## src/rtl/mem_port_arbiter.sv

```systemverilog
// mem_port_arbiter: shares one memory port between instruction fetch and the
// load/store unit. Load/store normally wins; a run counter lets fetch through
// after MAX_LS_RUN back-to-back load/store grants while fetch is waiting.
// Each granted access is registered and held on the port until mem_ready,
// and the response is returned one cycle later as a single valid pulse.
module mem_port_arbiter #(
    parameter int MAX_LS_RUN = 4
) (
    input  logic        i_clk,
    input  logic        i_rst,
    input  logic        i_if_req,
    input  logic [31:0] i_if_addr,
    input  logic        i_flush,
    output logic [31:0] o_if_rdata,
    output logic        o_if_valid,
    output logic        o_if_stall,
    input  logic        i_ls_req,
    input  logic        i_ls_we,
    input  logic [3:0]  i_ls_be,
    input  logic [31:0] i_ls_addr,
    input  logic [31:0] i_ls_wdata,
    output logic [31:0] o_ls_rdata,
    output logic        o_ls_valid,
    output logic        o_mem_req,
    output logic        o_mem_we,
    output logic [3:0]  o_mem_be,
    output logic [31:0] o_mem_addr,
    output logic [31:0] o_mem_wdata,
    input  logic [31:0] i_mem_rdata,
    input  logic        i_mem_ready
);

    typedef enum logic [1:0] {
        ST_IDLE,
        ST_BUSY_IF,
        ST_BUSY_LS
    } state_t;

    localparam logic [3:0] LP_MAX_RUN = 4'(MAX_LS_RUN);

    state_t      r_state;
    logic        r_mem_req;
    logic        r_mem_we;
    logic [3:0]  r_mem_be;
    logic [31:0] r_mem_addr;
    logic [31:0] r_mem_wdata;
    logic [31:0] r_if_rdata;
    logic        r_if_valid;
    logic [31:0] r_ls_rdata;
    logic        r_ls_valid;
    logic [3:0]  r_ls_run;
    logic        r_flush_pend;

    logic        w_ls_run_max;
    logic        w_if_win;
    logic        w_ls_win;
    logic        w_if_suppress;

    assign w_ls_run_max  = (r_ls_run == LP_MAX_RUN);
    // A flush in the arbitration cycle refers to the fetch being requested, so it cannot win.
    assign w_if_win      = i_if_req & ~i_flush & (~i_ls_req | w_ls_run_max);
    assign w_ls_win      = i_ls_req & ~w_if_win;
    // A redirect seen earlier or in the completion cycle itself kills the fetch response.
    assign w_if_suppress = r_flush_pend | i_flush;

    // Arbitration, transaction hold and response capture as one registered FSM.
    always_ff @(posedge i_clk or posedge i_rst) begin
        if (i_rst) begin
            r_state      <= ST_IDLE;
            r_mem_req    <= 1'b0;
            r_mem_we     <= 1'b0;
            r_mem_be     <= 4'h0;
            r_mem_addr   <= 32'h0;
            r_mem_wdata  <= 32'h0;
            r_if_rdata   <= 32'h0;
            r_if_valid   <= 1'b0;
            r_ls_rdata   <= 32'h0;
            r_ls_valid   <= 1'b0;
            r_ls_run     <= 4'h0;
            r_flush_pend <= 1'b0;
        end else begin
            r_if_valid <= 1'b0;
            r_ls_valid <= 1'b0;
            case (r_state)
                ST_IDLE: begin
                    if (w_if_win) begin
                        r_state     <= ST_BUSY_IF;
                        r_mem_req   <= 1'b1;
                        r_mem_we    <= 1'b0;
                        r_mem_be    <= 4'hF;
                        r_mem_addr  <= i_if_addr;
                        r_mem_wdata <= 32'h0;
                        r_ls_run    <= 4'h0;
                    end else if (w_ls_win) begin
                        r_state     <= ST_BUSY_LS;
                        r_mem_req   <= 1'b1;
                        r_mem_we    <= i_ls_we;
                        r_mem_be    <= i_ls_be;
                        r_mem_addr  <= i_ls_addr;
                        r_mem_wdata <= i_ls_wdata;
                        if (!i_if_req) begin
                            r_ls_run <= 4'h0;
                        end else if (!w_ls_run_max) begin
                            r_ls_run <= r_ls_run + 4'd1;
                        end
                    end else if (!i_if_req) begin
                        r_ls_run <= 4'h0;
                    end
                end
                ST_BUSY_IF: begin
                    if (i_mem_ready) begin
                        r_state      <= ST_IDLE;
                        r_mem_req    <= 1'b0;
                        r_flush_pend <= 1'b0;
                        if (!w_if_suppress) begin
                            r_if_valid <= 1'b1;
                            r_if_rdata <= i_mem_rdata;
                        end
                    end else if (i_flush) begin
                        r_flush_pend <= 1'b1;
                    end
                end
                ST_BUSY_LS: begin
                    if (i_mem_ready) begin
                        r_state    <= ST_IDLE;
                        r_mem_req  <= 1'b0;
                        r_ls_valid <= 1'b1;
                        if (!r_mem_we) begin
                            r_ls_rdata <= i_mem_rdata;
                        end
                    end
                end
                default: begin
                    r_state   <= ST_IDLE;
                    r_mem_req <= 1'b0;
                end
            endcase
        end
    end

    // Fetch holds its pc until its data arrives, and throughout a discarded access.
    assign o_if_stall  = (i_if_req & ~r_if_valid) | r_flush_pend;

    assign o_if_rdata  = r_if_rdata;
    assign o_if_valid  = r_if_valid;
    assign o_ls_rdata  = r_ls_rdata;
    assign o_ls_valid  = r_ls_valid;
    assign o_mem_req   = r_mem_req;
    assign o_mem_we    = r_mem_we;
    assign o_mem_be    = r_mem_be;
    assign o_mem_addr  = r_mem_addr;
    assign o_mem_wdata = r_mem_wdata;

endmodule

```

## config.mk

```make
export PLATFORM = sky130hd
export DESIGN_NAME = mem_port_arbiter
export DESIGN_NICKNAME = d
export VERILOG_FILES = /design/src/rtl/mem_port_arbiter.sv
export SDC_FILE = /design/constraint.sdc
export NUM_CORES = 1
export LEC_CHECK = 0
export CORE_UTILIZATION = 40
export DETAILED_ROUTE_END_ITERATION = 10
export GPL_TIMING_DRIVEN = 1
export PLACE_DENSITY = 0.8
export SYNTH_ARGS = -nofsm -noshare
export SYNTH_HDL_FRONTEND = slang
export SYNTH_SLANG_ARGS = --single-unit
```

## constraint.sdc

```tcl
create_clock -name i_clk -period 5.2 [get_ports i_clk]
set_clock_uncertainty 0.15 [all_clocks]
set_input_delay 1.56 -clock i_clk [delete_from_list [all_inputs] [get_ports i_clk]]
set_output_delay 1.56 -clock i_clk [all_outputs]
set_load 0.1 [all_outputs]
```

==> results of run 1 <==
==> synthesized netlist by cell type, drive strengths merged (2+ instances only) <==
library cell / number / share of area (%)
nor2: 33 / 1.8
a21oi: 8 / 0.74
dfrtp: 143 / 51
a2111oi: 4 / 0.50
o211ai: 34 / 3.7
nor2b: 2 / 0.18
buf: 44 / 3.6
o2bb2ai: 65 / 8.2
o31ai: 2 / 0.22
o21ai: 2 / 0.30
ha: 5 / 0.90
mux2: 64 / 10
a211oi: 32 / 3.4
nor4: 32 / 5.6
nor3: 65 / 4.8
and2: 2 / 0.18
inv: 14 / 0.75
nand2b: 3 / 0.27
nand2: 4 / 0.22
nand3b: 2 / 0.27
clkbuf: 19 / 1.0
==> per-stage QoR <==
step	area (um2)	util (%)	worst slack [ns]	std cells
after detailed placement	9810	58.3	0.968	1038
after CTS	10400	61.6	0.943	1069
after global routing	10400	61.6	0.902	1069
final	10400	61.6	0.933	1069
after global placement	9810	58.3	0.969	1038
after floorplan	6980	-	1.28	594
==> placed cells by master (no fill, tap or decap), types with 2 or more instances in the layout <==
cell	n
ha_1	4
a211oi_1	32
o2bb2ai_1	65
o211ai_1	34
a21oi_1	7
nand2_1	3
clkbuf_16	17
nor4_2	30
inv_6	3
a2111oi_0	4
inv_1	12
and2_1	2
buf_12	2
clkdlybuf4s50_1	273
nand2b_1	3
nor2_1	33
mux2_2	6
dfrtp_1	143
clkinv_4	2
nor3_1	64
clkinvlp_4	4
buf_4	12
clkbuf_1	4
o31ai_1	2
mux2_1	58
nor4_1	2
==> worst max path at each step <==
stage                   from    endpoint  slack (ns)  depth (start not counted)
global placement    i_if_req  o_if_stall        0.97                          3
floorplan           i_if_req  o_if_stall        1.28                          1
CTS                 i_if_req  o_if_stall        0.94                          3
detailed placement  i_if_req  o_if_stall        0.97                          3
finish              i_if_req  o_if_stall        0.93                          3
global route        i_if_req  o_if_stall        0.90                          3
==> cells by family (layout without fill, tap and decap cells) <==
family,after synthesis,after routing,share of synthesized area [%]
AOI/OAI and AO/OA,156,156,18.2
adders and majority gates,5,5,0.896
buffers and inverters,77,332,5.38
DFF,143,143,51.3
muxes,65,65,10.5
and+or+nand+nor,148,148,13.8
==> cell type report <==
class / count / area, um2
clock inverters: 10 / 108
clock buffers: 21 / 440
fillers: 1350 / 6460
repair buffers: 287 / 2860
well taps: 220 / 275
flip-flops and latches: 143 / 3580
multi-input cells: 374 / 3040
inverters: 14 / 56.3
==> registers in the layout (all words and copies together), names as in the netlist <==
signal	count
o_if_rdata	32
o_if_valid	1
o_ls_rdata	32
o_ls_valid	1
o_mem_addr	32
o_mem_be	4
o_mem_req	1
o_mem_wdata	32
o_mem_we	1
r_flush_pend	1
r_ls_run	4
r_state	2
==> layer usage <==
metal  vias to the layer above  track usage [%]  part of all wire, %
li1                       2759                -                    -
met1                      2973             28.7                   40
met2                       241             39.4                   50
met3                        48             5.29                  6.8
met4                         0             11.2                  3.6
met5                         -                0                    0
==> flow_summary.json, run 1 <==
{
  "status": "completed",
  "netlist-cell-type-count": 45,
  "postSynth.topFlopCell": "dfrtp_1",
  "min_from": "o_if_rdata[5]$_DFFE_PP0P_",
  "synthesis.area_um2": 6980,
  "clockBufferDepth": 2,
  "worstReg2RegEnd": "o_mem_addr[13]$_DFFE_PP0P_",
  "first_pass_grt_wire_length_um": 33100,
  "synth_seq_area_share_pct": 51.3,
  "hpwl_um": 13300,
  "route.detailed.wl_per_inst_um": 19.2,
  "root_buffer": "clkbuf_16",
  "place.port_buffers": 275,
  "syn-instance-count": 594,
  "n_antenna_cell": 0,
  "dieArea_um2": 18000,
  "final_layout_size_suffix_gt1_share_pct": 10.1,
  "cts_setup_buffers": 0,
  "detailroute.via_count": 6021,
  "min_delay_worst_endpoint": "o_if_rdata[5]$_DFFE_PP0P_",
  "final.period_utilization_pct": 82.1,
  "cts_max_level": 4,
  "setup-tns-final_ns": 0,
  "synth-async-reset-ratio_pct": 100,
  "fin_crit_ns": 4.27,
  "worst_rel_slew_slack_pct": 29.8,
  "reg2regPathDepth": 6,
  "largest_net_degree_at_the_start_of_global_routing": 144,
  "synth.avg_cell_area_um2": 11.7,
  "gpl.final_weighted_congestion": 0.776,
  "die_y_um": 134,
  "worst_hold_slack_ns": 0.333,
  "crit_family": "buffers and inverters",
  "synthesis_to_layout_area_growth_pct": 48.4,
  "timing.fmax_ghz": 0.234,
  "grt_overflow": 0,
  "maxCapViolations": 0,
  "initial_antenna_violation_count": 0,
  "type_of_the_most_critical_hold_path": "reg -> reg",
  "tritoncts.num_buffers": 17,
  "finalMaxSlewViolations": 0,
  "die_width_um": 134,
  "grtUsageTotal_pct": 23.5,
  "worstPathMaxFanout": 8,
  "final_hold_viol_count": 0,
  "critical_path_buf_inv_count": 2,
  "postSynthRegisterBits": 143,
  "reg2reg_slack_ns": 2.25,
  "rsz_0062_raised_after_global_routing": "no",
  "worst_path_required_ns": 3.49,
  "worstReg2RegStart": "r_state[1]$_DFFE_PP0P_",
  "total_number_of_yosys_warnings": 0,
  "floorplan.initialDensity_pct": 41.5,
  "fp-row-count": 47,
  "drc_violations": 0,
  "synth_edf_count": 0,
  "report.final.setup_viol": 0,
  "worst_tran_pin_value_ns": 1.05,
  "avgViaCountPerCell": 5.63,
  "tritoncts_clock_tree": "done",
  "synth.net_count": 738,
  "worst_setup_hold_path_clk_slew_ns": 0.06,
  "ant_nets": 0,
  "path_cells": "clkdlybuf4s50_1, a21o_1, buf_12",
  "min_delay_path_depth": 1,
  "first_pass_iters": 4,
  "area_of_the_core_um2": 16800,
  "ioPinCount": 276,
  "drtIter0Drc": 351,
  "clock_sink_count": 143,
  "critical_path_slowest_stage_cell": "clkdlybuf4s50_1",
  "timing.critical_path.slowest_cell_delay_ns": 0.60,
  "critical_path_end_type": "primary output",
  "routed_wl_um": 20500,
  "worstSkewPairLatency_ns": 0.41,
  "arrival_ns": 2.56,
  "grt_pass1_vias": 6215,
  "finish.net_count": 981,
  "postCtsHoldBufs": 0,
  "worst_setup_path_start_kind": "primary input",
  "worst-setup-path-type": "in -> out",
  "cts_resized": 0
}
Power of run 1 is left out: the tool's default activity adds up to more than one toggle a clock period on the data nets, which glitch-free logic cannot reach.
==> run 2: changes to the inputs <==
CORE_UTILIZATION = 44   (was 40)
PLACE_DENSITY = 0.83   (was 0.8)
clock period = 4.2 ns   (was 5.2 ns; I/O delays follow)
==> run 2 against run 1 <==
Highest routed layer unchanged. Design area is 1.1% higher. Critical path type unchanged. Register-to-register slack worse by 0.76 ns. Core utilization grew 6.8 points.
==> flow_summary.json, run 2 (synthesis gave the netlist of run 1 again) <==
{
  "drc_violations": 0,
  "final_layout_size_suffix_gt1_share_pct": 11.4,
  "ioPinCount": 276,
  "globalRouteMet1Util_pct": 31.4,
  "area_of_the_core_um2": 15300,
  "timing.fmax_ghz": 0.270,
  "die_y_um": 128,
  "globalRouteMet3Util_pct": 5.59,
  "worstSkewPairLatency_ns": 0.41,
  "fin_crit_ns": 3.70,
  "clockBufferDepth": 2,
  "grtUsageTotal_pct": 25.3,
  "type_of_the_most_critical_hold_path": "reg -> reg",
  "avgViaCountPerCell": 5.74,
  "worst_path_required_ns": 2.79,
  "n_antenna_cell": 0,
  "maxCapViolations": 0,
  "cts_setup_buffers": 0,
  "grt_pass1_vias": 6212,
  "most-common-layout-cells": "clkdlybuf4s50_1, dfrtp_1, o2bb2ai_1",
  "tritoncts.num_buffers": 17,
  "final_hold_viol_count": 0,
  "worst_rel_slew_slack_pct": 30.7,
  "final.period_utilization_pct": 88.1,
  "cts_max_level": 4,
  "worstPathMaxFanout": 8,
  "worst_setup_hold_path_clk_slew_ns": 0.06,
  "status": "completed",
  "place.port_buffers": 275,
  "largest_net_degree_at_the_start_of_global_routing": 74,
  "worst_tran_pin_value_ns": 1.04,
  "arrival_ns": 2.29,
  "gpl.final_weighted_congestion": 0.772,
  "routed_wl_um": 20400,
  "use_met2_pct": 43.3,
  "fp-row-count": 45,
  "report.final.setup_viol": 0,
  "route.detailed.wl_per_inst_um": 19.1,
  "grt.busiest_layer": "met2",
  "synthesis_to_layout_area_growth_pct": 50.0,
  "first_pass_grt_wire_length_um": 32400,
  "clock_sink_count": 143,
  "hpwl_um": 13800,
  "detailroute.via_count": 6110,
  "final_common_cell": "clkdlybuf4s50_1",
  "ant_nets": 0,
  "dieArea_um2": 16400,
  "postCtsHoldBufs": 0,
  "finish.net_count": 986,
  "finalMaxSlewViolations": 0,
  "grt_overflow": 0,
  "initial_antenna_violation_count": 0,
  "root_buffer": "clkbuf_16",
  "cts_resized": 0,
  "drtIter0Drc": 350,
  "worst_setup_path_start_kind": "primary input",
  "rsz_0062_raised_after_global_routing": "no",
  "first_pass_iters": 5,
  "setup-tns-final_ns": 0,
  "die_width_um": 128,
  "floorplan.initialDensity_pct": 45.6,
  "tritoncts_clock_tree": "done",
  "critical_path_end_type": "primary output",
  "finish.utilization_pct": 68.4,
  "worst-setup-path-type": "in -> out"
}
run 2: stage by stage:
stage	instance area, um2	setup slack [ns]	instances	hold WS [ns]
2_1_floorplan	6980	0.877	594	0.344
3_3_place_gp	9840	0.530	1034	0.317
3_5_place_dp	9840	0.512	1034	0.324
4_1_cts	10500	0.512	1065	0.341
5_1_grt	10500	0.476	1065	0.348
6_report	10500	0.499	1065	0.335
run 2: worst paths after layout:
check | start | end | slack [ns] | cells after the start
worst min-delay path | o_mem_wdata[12]$_DFFE_PP0P_ | o_mem_wdata[12]$_DFFE_PP0P_ | 0.34 | 1
min in group asynchronous | i_rst | o_ls_valid$_DFF_PP0_ | 0.93 | 2
worst max register to register | r_ls_run[0]$_DFFE_PP0P_ | o_mem_wdata[15]$_DFFE_PP0P_ | 1.49 | 6
max in group asynchronous | i_rst | o_mem_wdata[7]$_DFFE_PP0P_ | 2.31 | 3
worst min register to register | o_mem_wdata[12]$_DFFE_PP0P_ | o_mem_wdata[12]$_DFFE_PP0P_ | 0.34 | 1
worst max-delay path | i_if_req | o_if_stall | 0.50 | 3
run 2: layer usage:
| metal | share of wire (%) | wire length (um) |
|---|---|---|
| met1 | 41 | 8320 |
| met2 | 50 | 10300 |
| met3 | 6.6 | 1350 |
| met4 | 2.1 | 431 |
| met5 | 0 | 0 |
run 2: cell type report:
type                       instances  area, um2
clock buffer                      19        443
multi-input combinational        374       3040
timing repair buffer             292       2910
tap                              211        264
clock inverter                    12        185
fill                            1118       4840
inverter                          14       56.3
sequential                       143       3580
run 2: worst max-delay path: stages:
cell and delay, ns:
clkdlybuf4s50_1 0.64, a21o_1 0.21, buf_12 0.18
Power of run 2 is left out for the same reason.
